==> config.mk <==
export PLATFORM = sky130hd
export DESIGN_NAME = clock_time_keeper
export DESIGN_NICKNAME = d
export VERILOG_FILES = /design/src/rtl/clock_pkg.sv /design/src/rtl/bcd_mod_counter.sv /design/src/rtl/clock_time_keeper.sv
export SDC_FILE = /design/constraint.sdc
export NUM_CORES = 1
export LEC_CHECK = 0
export CAP_MARGIN = 20
export CORE_ASPECT_RATIO = 1.75
export CORE_MARGIN = 2
export CORE_UTILIZATION = 42
export CTS_BUF_LIST = sky130_fd_sc_hd__clkbuf_16
export DETAILED_ROUTE_END_ITERATION = 10
export HOLD_SLACK_MARGIN = 0.02
export PLACE_DENSITY = 0.76
export SLEW_MARGIN = 10
export SYNTH_ARGS = -nofsm -noshare
export SYNTH_HDL_FRONTEND = slang
export SYNTH_SLANG_ARGS = --single-unit
==> constraint.sdc <==
create_clock -name clk -period 2.06 [get_ports clk]
set_clock_uncertainty 0.05 [all_clocks]
set_input_delay 0.309 -clock clk [delete_from_list [all_inputs] [get_ports clk]]
set_output_delay 0.309 -clock clk [all_outputs]
set_load 0.01 [all_outputs]
==> src/rtl/clock_pkg.sv <==
// Shared BCD types, field limits and FSM encoding for the time-of-day keeper.
// Pure declarations: no latency, no flow control.
package clock_pkg;

    typedef logic [3:0] bcd_t;
    typedef logic [7:0] bcd2_t;

    localparam bcd2_t SEC_MAX = 8'h59;
    localparam bcd2_t MIN_MAX = 8'h59;
    localparam bcd2_t HR_MAX  = 8'h23;

    typedef enum logic [1:0] {
        RESET_WAIT = 2'd0,
        STOPPED    = 2'd1,
        RUNNING    = 2'd2
    } state_t;

    // Both nibbles must be decimal digits; with that, a plain compare against
    // a BCD limit orders the same way as the decimal values.
    function automatic logic bcd2_ok(bcd2_t v, bcd2_t max_v);
        return (v[7:4] <= 4'd9) && (v[3:0] <= 4'd9) && (v <= max_v);
    endfunction

endpackage

==> src/rtl/bcd_mod_counter.sv <==
// Two-digit BCD modulo counter (0..MAX_VAL), separate units/tens digits; load beats inc.
// Updates on the clock edge after inc/load; wrap is combinational with inc, no backpressure.
module bcd_mod_counter
    import clock_pkg::*;
#(
    parameter bcd2_t MAX_VAL  = 8'h59,
    parameter bcd2_t INIT_VAL = 8'h00
) (
    input  logic       clk,
    input  logic       reset_n,
    input  logic       inc,
    input  logic       load,
    input  logic [7:0] load_val,
    output logic [7:0] value,
    output logic       wrap
);

    bcd_t units_q, units_d;
    bcd_t tens_q,  tens_d;
    logic at_max;

    assign at_max = ({tens_q, units_q} == MAX_VAL);
    assign wrap   = inc & at_max;
    assign value  = {tens_q, units_q};

    always_comb begin
        units_d = units_q;
        tens_d  = tens_q;
        if (load) begin
            units_d = load_val[3:0];
            tens_d  = load_val[7:4];
        end else if (inc) begin
            if (at_max) begin
                units_d = 4'd0;
                tens_d  = 4'd0;
            end else if (units_q == 4'd9) begin
                units_d = 4'd0;
                tens_d  = tens_q + 4'd1;
            end else begin
                units_d = units_q + 4'd1;
            end
        end
    end

    always_ff @(posedge clk or negedge reset_n) begin
        if (!reset_n) begin
            units_q <= INIT_VAL[3:0];
            tens_q  <= INIT_VAL[7:4];
        end else begin
            units_q <= units_d;
            tens_q  <= tens_d;
        end
    end

endmodule

==> src/rtl/clock_time_keeper.sv <==
// 24h BCD time-of-day counter advanced by rising edges of the 1 Hz divider output, with atomic load.
// Time/pulses update 2 cycles after sec_clk is sampled high; load completes in one cycle, set_ready only low after reset.
module clock_time_keeper
    import clock_pkg::*;
#(
    parameter logic [7:0] INIT_HH = 8'h00,
    parameter logic [7:0] INIT_MM = 8'h00,
    parameter logic [7:0] INIT_SS = 8'h00
) (
    input  logic       clk,
    input  logic       reset_n,
    input  logic       sec_clk,
    input  logic       run,
    input  logic       set_valid,
    output logic       set_ready,
    input  logic [7:0] set_hh,
    input  logic [7:0] set_mm,
    input  logic [7:0] set_ss,
    output logic [7:0] hh,
    output logic [7:0] mm,
    output logic [7:0] ss,
    output logic       sec_pulse,
    output logic       min_pulse,
    output logic       day_pulse,
    output logic       set_err
);

    logic   s1_q, s2_q;
    state_t state_q, state_d;
    logic   set_ready_q, set_ready_d;
    logic   sec_pulse_q, sec_pulse_d;
    logic   min_pulse_q, min_pulse_d;
    logic   day_pulse_q, day_pulse_d;
    logic   set_err_q,   set_err_d;

    logic tick, accept, load_ok, load_en, adv;
    logic ss_wrap, mm_wrap, hh_wrap, hh_inc;

    assign tick = s1_q & ~s2_q;

    always_comb begin
        state_d = state_q;
        unique case (state_q)
            RESET_WAIT: state_d = run ? RUNNING : STOPPED;
            STOPPED:    if (run)  state_d = RUNNING;
            RUNNING:    if (!run) state_d = STOPPED;
            default:    state_d = RESET_WAIT;
        endcase
    end

    // Ready is registered off the state so it rises on the second edge after reset release.
    assign set_ready_d = (state_q != RESET_WAIT);

    assign accept  = set_valid & set_ready_q;
    assign load_ok = bcd2_ok(set_hh, HR_MAX) & bcd2_ok(set_mm, MIN_MAX) & bcd2_ok(set_ss, SEC_MAX);
    assign load_en = accept & load_ok;
    // Any accepted load, valid or not, swallows a coincident tick.
    assign adv     = tick & (state_q == RUNNING) & ~accept;
    assign hh_inc  = ss_wrap & mm_wrap;

    always_comb begin
        sec_pulse_d = adv;
        min_pulse_d = ss_wrap;
        day_pulse_d = hh_wrap;
        set_err_d   = accept & ~load_ok;
    end

    bcd_mod_counter #(.MAX_VAL(SEC_MAX), .INIT_VAL(INIT_SS)) u_sec (
        .clk      (clk),
        .reset_n  (reset_n),
        .inc      (adv),
        .load     (load_en),
        .load_val (set_ss),
        .value    (ss),
        .wrap     (ss_wrap)
    );

    bcd_mod_counter #(.MAX_VAL(MIN_MAX), .INIT_VAL(INIT_MM)) u_min (
        .clk      (clk),
        .reset_n  (reset_n),
        .inc      (ss_wrap),
        .load     (load_en),
        .load_val (set_mm),
        .value    (mm),
        .wrap     (mm_wrap)
    );

    bcd_mod_counter #(.MAX_VAL(HR_MAX), .INIT_VAL(INIT_HH)) u_hr (
        .clk      (clk),
        .reset_n  (reset_n),
        .inc      (hh_inc),
        .load     (load_en),
        .load_val (set_hh),
        .value    (hh),
        .wrap     (hh_wrap)
    );

    always_ff @(posedge clk or negedge reset_n) begin
        if (!reset_n) begin
            s1_q        <= 1'b0;
            s2_q        <= 1'b0;
            state_q     <= RESET_WAIT;
            set_ready_q <= 1'b0;
            sec_pulse_q <= 1'b0;
            min_pulse_q <= 1'b0;
            day_pulse_q <= 1'b0;
            set_err_q   <= 1'b0;
        end else begin
            s1_q        <= sec_clk;
            s2_q        <= s1_q;
            state_q     <= state_d;
            set_ready_q <= set_ready_d;
            sec_pulse_q <= sec_pulse_d;
            min_pulse_q <= min_pulse_d;
            day_pulse_q <= day_pulse_d;
            set_err_q   <= set_err_d;
        end
    end

    assign set_ready = set_ready_q;
    assign sec_pulse = sec_pulse_q;
    assign min_pulse = min_pulse_q;
    assign day_pulse = day_pulse_q;
    assign set_err   = set_err_q;

endmodule

==> results.toml, run 1 <==
[outcome]
status = "complete, no violations"

[logic_synthesis]
syn-instance-count = 204
synthMuxAreaShare = 0.0269
synth_cell_types = 46
yosys.area_share.simple = 0.267
async_flop_share = 1.00
synth-seq-cells = 33
synth_area_per_cell_um2 = 9.35
synth_top_family_by_area = "simple AND/OR/NAND/NOR gates"
ys_warn_count = 0
synthAdderAreaFrac = 0.0656
synthesis.area_um2 = 1910
synth_xor_area_frac = 0
synth_compound_area_frac = 0.168
ys.flop_type = "dfrtp_1"
synth-edff-count = 0
synth_nets = 243
ys_seq_area_frac = 0.433

[cells_and_area]
drive_gt1_frac = 0.217
seqCellArea_um2 = 826
final.fill_count = 353
multiInputGateArea_um2 = 1030
stdcell_count = 351
syn2layout_area_growth_pct = 54.2
antenna_cells = 0
layout_commonest_cell = "clkdlybuf4s50_1"
final_cell_mix = "clkdlybuf4s50_1 (57), buf_4 (35), dfrtp_1 (33)"
nets = 338

[setup_path]
path_max_fanout = 4
critPathKind = "reg2reg"
cp.depth = 8
critPathSlowestCell = "dfrtp_1"
path_cells = "inv_1 > ha_2 > and3b_2 > and4b_2 > buf_4 > and2_2 > o21ai_0 > a221o_1"
cp_slowest_stage_delay_ns = 0.38
crit_buf_inv = 2
ff2ff_path_depth = 8
crit_family = "simple AND/OR/NAND/NOR gates"
endpoint_kind = "flop"
critPathArrivalTime_ns = 2.11
critPathLaunchType = "flop"
required_ns = 2.16

[timing]
slew_headroom = 0.708
min_period_over_period = 0.975
finalMaxSlewViolations = 0
period_needed_ns = 2.01
worst_slack_ns = 0.0516
setup_viol = 0
worst_pin_slew_ns = 0.437
grt_setup_unrepaired = "false"
final-hold-violation-count = 0
max_clock_freq_ghz = 0.498

[clocking]
clock_path_buffers = 2
clk_pin_slew_ns = 0.05
htree_levels = 2
cts_hold_buf = 0
cts_inserted_buffers = 5
cts-root-buf = "clkbuf_16"
clk_latency_ns = 0.28
cts_tree = "done"
clock_sinks = 33

[route]
vias = 1925
drt-pass1-iter-count = 4
avgViaCountPerCell = 5.48
drt-total-wl_um = 5530
wl_per_cell_um = 15.7
ant_nets = 0
drc = 0
drtIter0Drc = 32

[power]
p_switching_mw = 0.531
p_clk_frac = 0.360
comb_power_share = 0.252
switching_share = 0.272
internal-power_mw = 1.42
p_seq_frac = 0.388
peakVddDrop_uv = 734
p_leak_nw = 1.31
p_per_area_nw_per_um2 = 664

[place]
dp_slack_ns = -0.0350
hpwl_um = 4160
port_buffers = 57
gp_congestion = 0.871
placed_cells = 338

[global_routing]
grt_usage = 0.238
antenna_found_initial = 0
grt_max_degree = 34
grt-ovfl-total = 0
grt_pass1_wl_um = 8890
grt_pass1_vias = 1986

[floorplanning]
die_w_um = 55.0
core.rowCount = 32
dieArea_um2 = 5120
die_height_um = 93.2
initial_core_util = 0.433
fp.coreArea_um2 = 4400
io-pin-count = 58

[job]
cap_violations = 0

[min_path]
hold_depth = 0
hp-class = "reg2reg"
-- cell families (layout without fill, tap and decap cells) --
| family | after synthesis | in the layout |
|---|---|---|
| adder cells (fa/ha/maj) | 10 | 10 |
| buffers and inverters | 15 | 111 |
| multiplexers | 5 | 5 |
| AND/OR/NAND/NOR | 85 | 85 |
| AO/OA/AOI/OAI | 56 | 56 |
| flip-flops | 33 | 33 |
-- through the flow --
stage	power [mW]	util	cell area, um^2	hold WS (ns)	TNS [ns]
2_1_floorplan	0.954	-	1910	-0.0366	0
3_3_place_gp	1.23	0.622	2740	0.345	0
3_5_place_dp	1.25	0.622	2740	0.360	-0.0884
4_1_cts	1.96	0.658	2900	0.372	0
5_1_grt	2.05	0.668	2940	0.377	0
6_report	1.95	0.668	2940	0.367	0
-- power groups by stage --
stage / Combinational (mW) / Clock (mW) / Sequential (mW)
5_1_grt: 0.544 / 0.737 / 0.766
4_1_cts: 0.490 / 0.715 / 0.757
6_report: 0.493 / 0.702 / 0.758
3_3_place_gp: 0.470 / 0 / 0.764
2_1_floorplan: 0.142 / 0 / 0.812
3_5_place_dp: 0.485 / 0 / 0.768
-- what timing repair did --
item | 4_1_cts | 5_1_grt
setup buffers | 2 | 3
setup endpoints to repair | 3 | 5
resized for setup | 1 | 5
pin swaps | 1 | 4
-- final timing paths --
kind / startpoint / end / slack (ns)
setup / recovery: u_min.units_q[1]$_DFFE_PN0P_ / u_hr.units_q[2]$_DFFE_PN0P_ / 0.05
hold / removal: s1_q$_DFF_PN0_ / s2_q$_DFF_PN0_ / 0.37
setup reg to reg: u_min.units_q[1]$_DFFE_PN0P_ / u_hr.units_q[2]$_DFFE_PN0P_ / 0.05
hold reg to reg: s1_q$_DFF_PN0_ / s2_q$_DFF_PN0_ / 0.37
max in group asynchronous: reset_n / u_sec.units_q[1]$_DFFE_PN0P_ / 1.25
min in group asynchronous: reset_n / u_min.units_q[2]$_DFFE_PN0P_ / 0.39
-- cell usage after synthesis (all sizes together), types with 3 or more instances --
library cell | count | area, um^2
nor2 | 18 | 67.6
a31oi | 5 | 31.3
mux2i | 4 | 40.0
clkbuf | 3 | 11.3
a21oi | 18 | 93.8
and2 | 3 | 20.0
and3b | 4 | 37.5
inv | 9 | 33.8
ha | 10 | 125
dfrtp | 33 | 826
o21ai | 25 | 125
or3 | 4 | 25.0
nand3 | 7 | 35.0
nor3 | 9 | 50.1
nand2 | 21 | 88.8
or4 | 3 | 26.3
a221o | 3 | 30.0
-- worst register-to-register path, cell delays in order (launching register included) --
cell     delay, ns
dfrtp_1       0.38
inv_1         0.06
ha_2          0.16
and3b_2       0.20
and4b_2       0.29
buf_4         0.14
and2_2        0.17
o21ai_0       0.11
a221o_1       0.32
-- routing by layer --
layer | vias to the layer above | wire length [um] | GRT usage | part of all wire
li1 | 926 | - | - | -
met4 | 0 | 199 | 0.108 | 0.036
met1 | 908 | 2010 | 0.249 | 0.36
met3 | 19 | 242 | 0.0335 | 0.044
met2 | 72 | 3070 | 0.438 | 0.56
met5 | - | 0 | 0 | 0
-- layout make-up --
class,instances,share of cell area
Clock buffer,5,0.0425
Multi-Input combinational cell,156,0.349
Tap cell,51,0.0217
Timing Repair Buffer,93,0.287
Clock inverter,3,0.00468
Inverter,10,0.0145
Sequential cell,33,0.281
-- registers in the layout (all words and copies together) (netlist names) --
register       cells
u_min.tens_q       4
sec_pulse          1
u_sec.tens_q       4
set_ready          1
day_pulse          1
u_hr.tens_q        4
s2_q               1
u_hr.units_q       4
set_err            1
u_min.units_q      4
u_sec.units_q      4
state_q            2
min_pulse          1
s1_q               1
Power figures use the tool's default switching activity.
==> inputs of run 2 (changes only) <==
--- a/config.mk
+++ b/config.mk
@@ -8,12 +8,14 @@
 export CAP_MARGIN = 20
 export CORE_ASPECT_RATIO = 1.75
 export CORE_MARGIN = 2
-export CORE_UTILIZATION = 42
+export CORE_UTILIZATION = 43
 export CTS_BUF_LIST = sky130_fd_sc_hd__clkbuf_16
 export DETAILED_ROUTE_END_ITERATION = 10
 export HOLD_SLACK_MARGIN = 0.02
 export PLACE_DENSITY = 0.76
+export RECOVER_POWER = 25
 export SLEW_MARGIN = 10
 export SYNTH_ARGS = -nofsm -noshare
 export SYNTH_HDL_FRONTEND = slang
+export SYNTH_HIERARCHICAL = 1
 export SYNTH_SLANG_ARGS = --single-unit
==> run 2 against run 1 <==
Against the previous run: the run now ends with negative setup slack left; synthesized cell count up 0.98%; die area up 4.2%; count of clock-buffer cells in the layout unchanged; utilization up 5.2 points; critical endpoint is now u_hr/tens_q[3]$_DFFE_PN0P_; largest power group unchanged.
==> results.toml, run 2 <==
[logic_synthesis]
synth.top_cell.area_share = 0.405
ys.flop_type = "dfrtp_1"
synth_commonest_cells = "dfrtp_1 (33), inv_1 (16), o21ai_1 (15)"
synth-edff-count = 0
async_flop_share = 1.00
synth.area.top_cells = "dfrtp_1 (40%), ha_1 (7.4%), o21ai_1 (3.7%)"
synth_nets = 247
yosysTopAreaCell = "dfrtp_1"
synth-seq-cells = 33
synth_area_per_cell_um2 = 9.91
ys_warn_count = 6
synth.most_common_cell = "dfrtp_1"
synth_cell_types = 48
ys_seq_area_frac = 0.405
syn-instance-count = 206
synthesis.area_um2 = 2040

[power]
peakVddDrop_uv = 632
p_per_area_nw_per_um2 = 672
p_leak_nw = 1.51
p_total_mw = 2.24

[setup_path]
endpoint_kind = "flop"
crit_family = "simple AND/OR/NAND/NOR gates"
path_max_fanout = 4
startpoint = "state_q[1]$_DFFE_PN0P_"
critPathArrivalTime_ns = 2.34
critPathLaunchType = "flop"
path_cells = "nand2_2 > nor4b_4 > inv_4 > nor3_4 > buf_4 > and2_4 > and4b_2 > nand4_1 > a221o_1"
crit_buf_inv = 2
timing.rr.start = "state_q[1]$_DFFE_PN0P_"
cp_slowest_stage_delay_ns = 0.37
critPathKind = "reg2reg"
required_ns = 2.17
critPathSlowestCell = "dfrtp_1"
rrSetupSlack_ns = -0.17

[cells_and_area]
nets = 367
fin_area_um2 = 3330
seqCellArea_um2 = 826
final.fill_count = 355
drive_gt1_frac = 0.275
multiInputGateArea_um2 = 1200
final_cell_mix = "buf_4 (55), clkdlybuf4s50_1 (54), dfrtp_1 (33)"
layout_commonest_cell = "buf_4"
antenna_cells = 0
syn2layout_area_growth_pct = 63.3

[place]
port_buffers = 57
gp_congestion = 0.820
dp_slack_ns = -0.456
placed_area_um2 = 3040
hpwl_um = 4120

[global_routing]
antenna_found_initial = 0
grt_pass1_wl_um = 9590
grt-ovfl-total = 0
grt_pass1_vias = 2128
grt_usage = 0.227
grt_max_degree = 34

[route]
drc = 0
drt-total-wl_um = 5860
avgViaCountPerCell = 5.59
drt-pass1-iter-count = 4
wl_per_cell_um = 15.5
ant_nets = 0
vias = 2118
drtIter0Drc = 45

[clocking]
cts_tree = "done"
clock_path_buffers = 2
clock_sinks = 33
cts-root-buf = "clkbuf_16"
clk_latency_ns = 0.28
htree_levels = 2
clk_pin_slew_ns = 0.05
cts_inserted_buffers = 5

[timing]
finalMaxSlewViolations = 0
max_clock_freq_ghz = 0.448
min_period_over_period = 1.08
fin_tns_setup_ns = -0.483
period_needed_ns = 2.23
worst_pin_slew_ns = 0.826
slew_headroom = 0.449
setup_viol = 7
final-hold-violation-count = 0
worst_slack_ns = -0.174
grt_setup_unrepaired = "true"
fin_hold_ws_ns = 0.535

[floorplanning]
core.rowCount = 33
fp.coreArea_um2 = 4620
initial_core_util = 0.441
die_w_um = 56.1
io-pin-count = 58
dieArea_um2 = 5330
die_height_um = 95.1

[min_path]
min-delay-start = "sec_clk"
hp-class = "in2reg"

[outcome]
violations = "negative setup slack"
status = "finished, violations left"

[job]
cap_violations = 0
run 2: worst paths after layout:
path                       cells after the start                         end
max                                            9  u_hr/tens_q[3]$_DFFE_PN0P_
min                                            1              s1_q$_DFF_PN0_
max reg2reg                                    9  u_hr/tens_q[3]$_DFFE_PN0P_
min reg2reg                                    2              s2_q$_DFF_PN0_
max in group asynchronous                      2              s1_q$_DFF_PN0_
min in group asynchronous                      2         day_pulse$_DFF_PN0_
run 2: cells by family (layout without fill, tap and decap cells):
| kind of cell | after synthesis | in the layout | share of synthesized area |
|---|---|---|---|
| and+or+nand+nor | 75 | 75 | 0.247 |
| AOI/OAI and AO/OA | 62 | 62 | 0.221 |
| DFF | 33 | 33 | 0.405 |
| buffers and inverters | 21 | 142 | 0.0411 |
| adders and majority gates | 12 | 12 | 0.0736 |
| xor gates and xnor gates | 3 | 3 | 0.0129 |
run 2: through the flow:
step	utilization	std cells
3_3_place_gp	0.657	355
4_1_cts	0.708	375
2_1_floorplan	-	206
5_1_grt	0.721	379
6_report	0.721	379
3_5_place_dp	0.657	355
run 2: cell type report:
| cell class | instances | share of cell area |
|---|---|---|
| flip-flops and latches | 33 | 0.248 |
| multi-input cells | 152 | 0.360 |
| repair buffers | 118 | 0.312 |
| clock buffers | 5 | 0.0376 |
| inverters | 16 | 0.0195 |
| well taps | 52 | 0.0195 |
| clock inverters | 3 | 0.00376 |
run 2: power breakdown:
part           switching [mW]  internal (mW)
Clock                   0.266          0.436
Combinational           0.313          0.426
Sequential             0.0688          0.728
run 2: layer usage:
metal	vias up	wire length, um	GRT usage
met5	-	0	0
met3	15	270	0.0421
met4	0	194	0.113
li1	1010	-	-
met1	1014	2240	0.250
met2	79	3150	0.414
run 2: worst reg2reg max path, cell delays in order, from the launching register on:
cell     delay [ns]
dfrtp_1        0.37
nand2_2        0.07
nor4b_4        0.36
inv_4          0.07
nor3_4         0.21
buf_4          0.16
and2_4         0.15
and4b_2        0.25
nand4_1        0.11
a221o_1        0.30
run 2: repair_timing:
| item | CTS | global route |
|---|---|---|
| setup endpoints to repair | 5 | 18 |
| hold buffers | 0 | 0 |
| setup buffers | 12 | 7 |
| gates resized for setup | 3 | 7 |
| pin swaps | 0 | 7 |
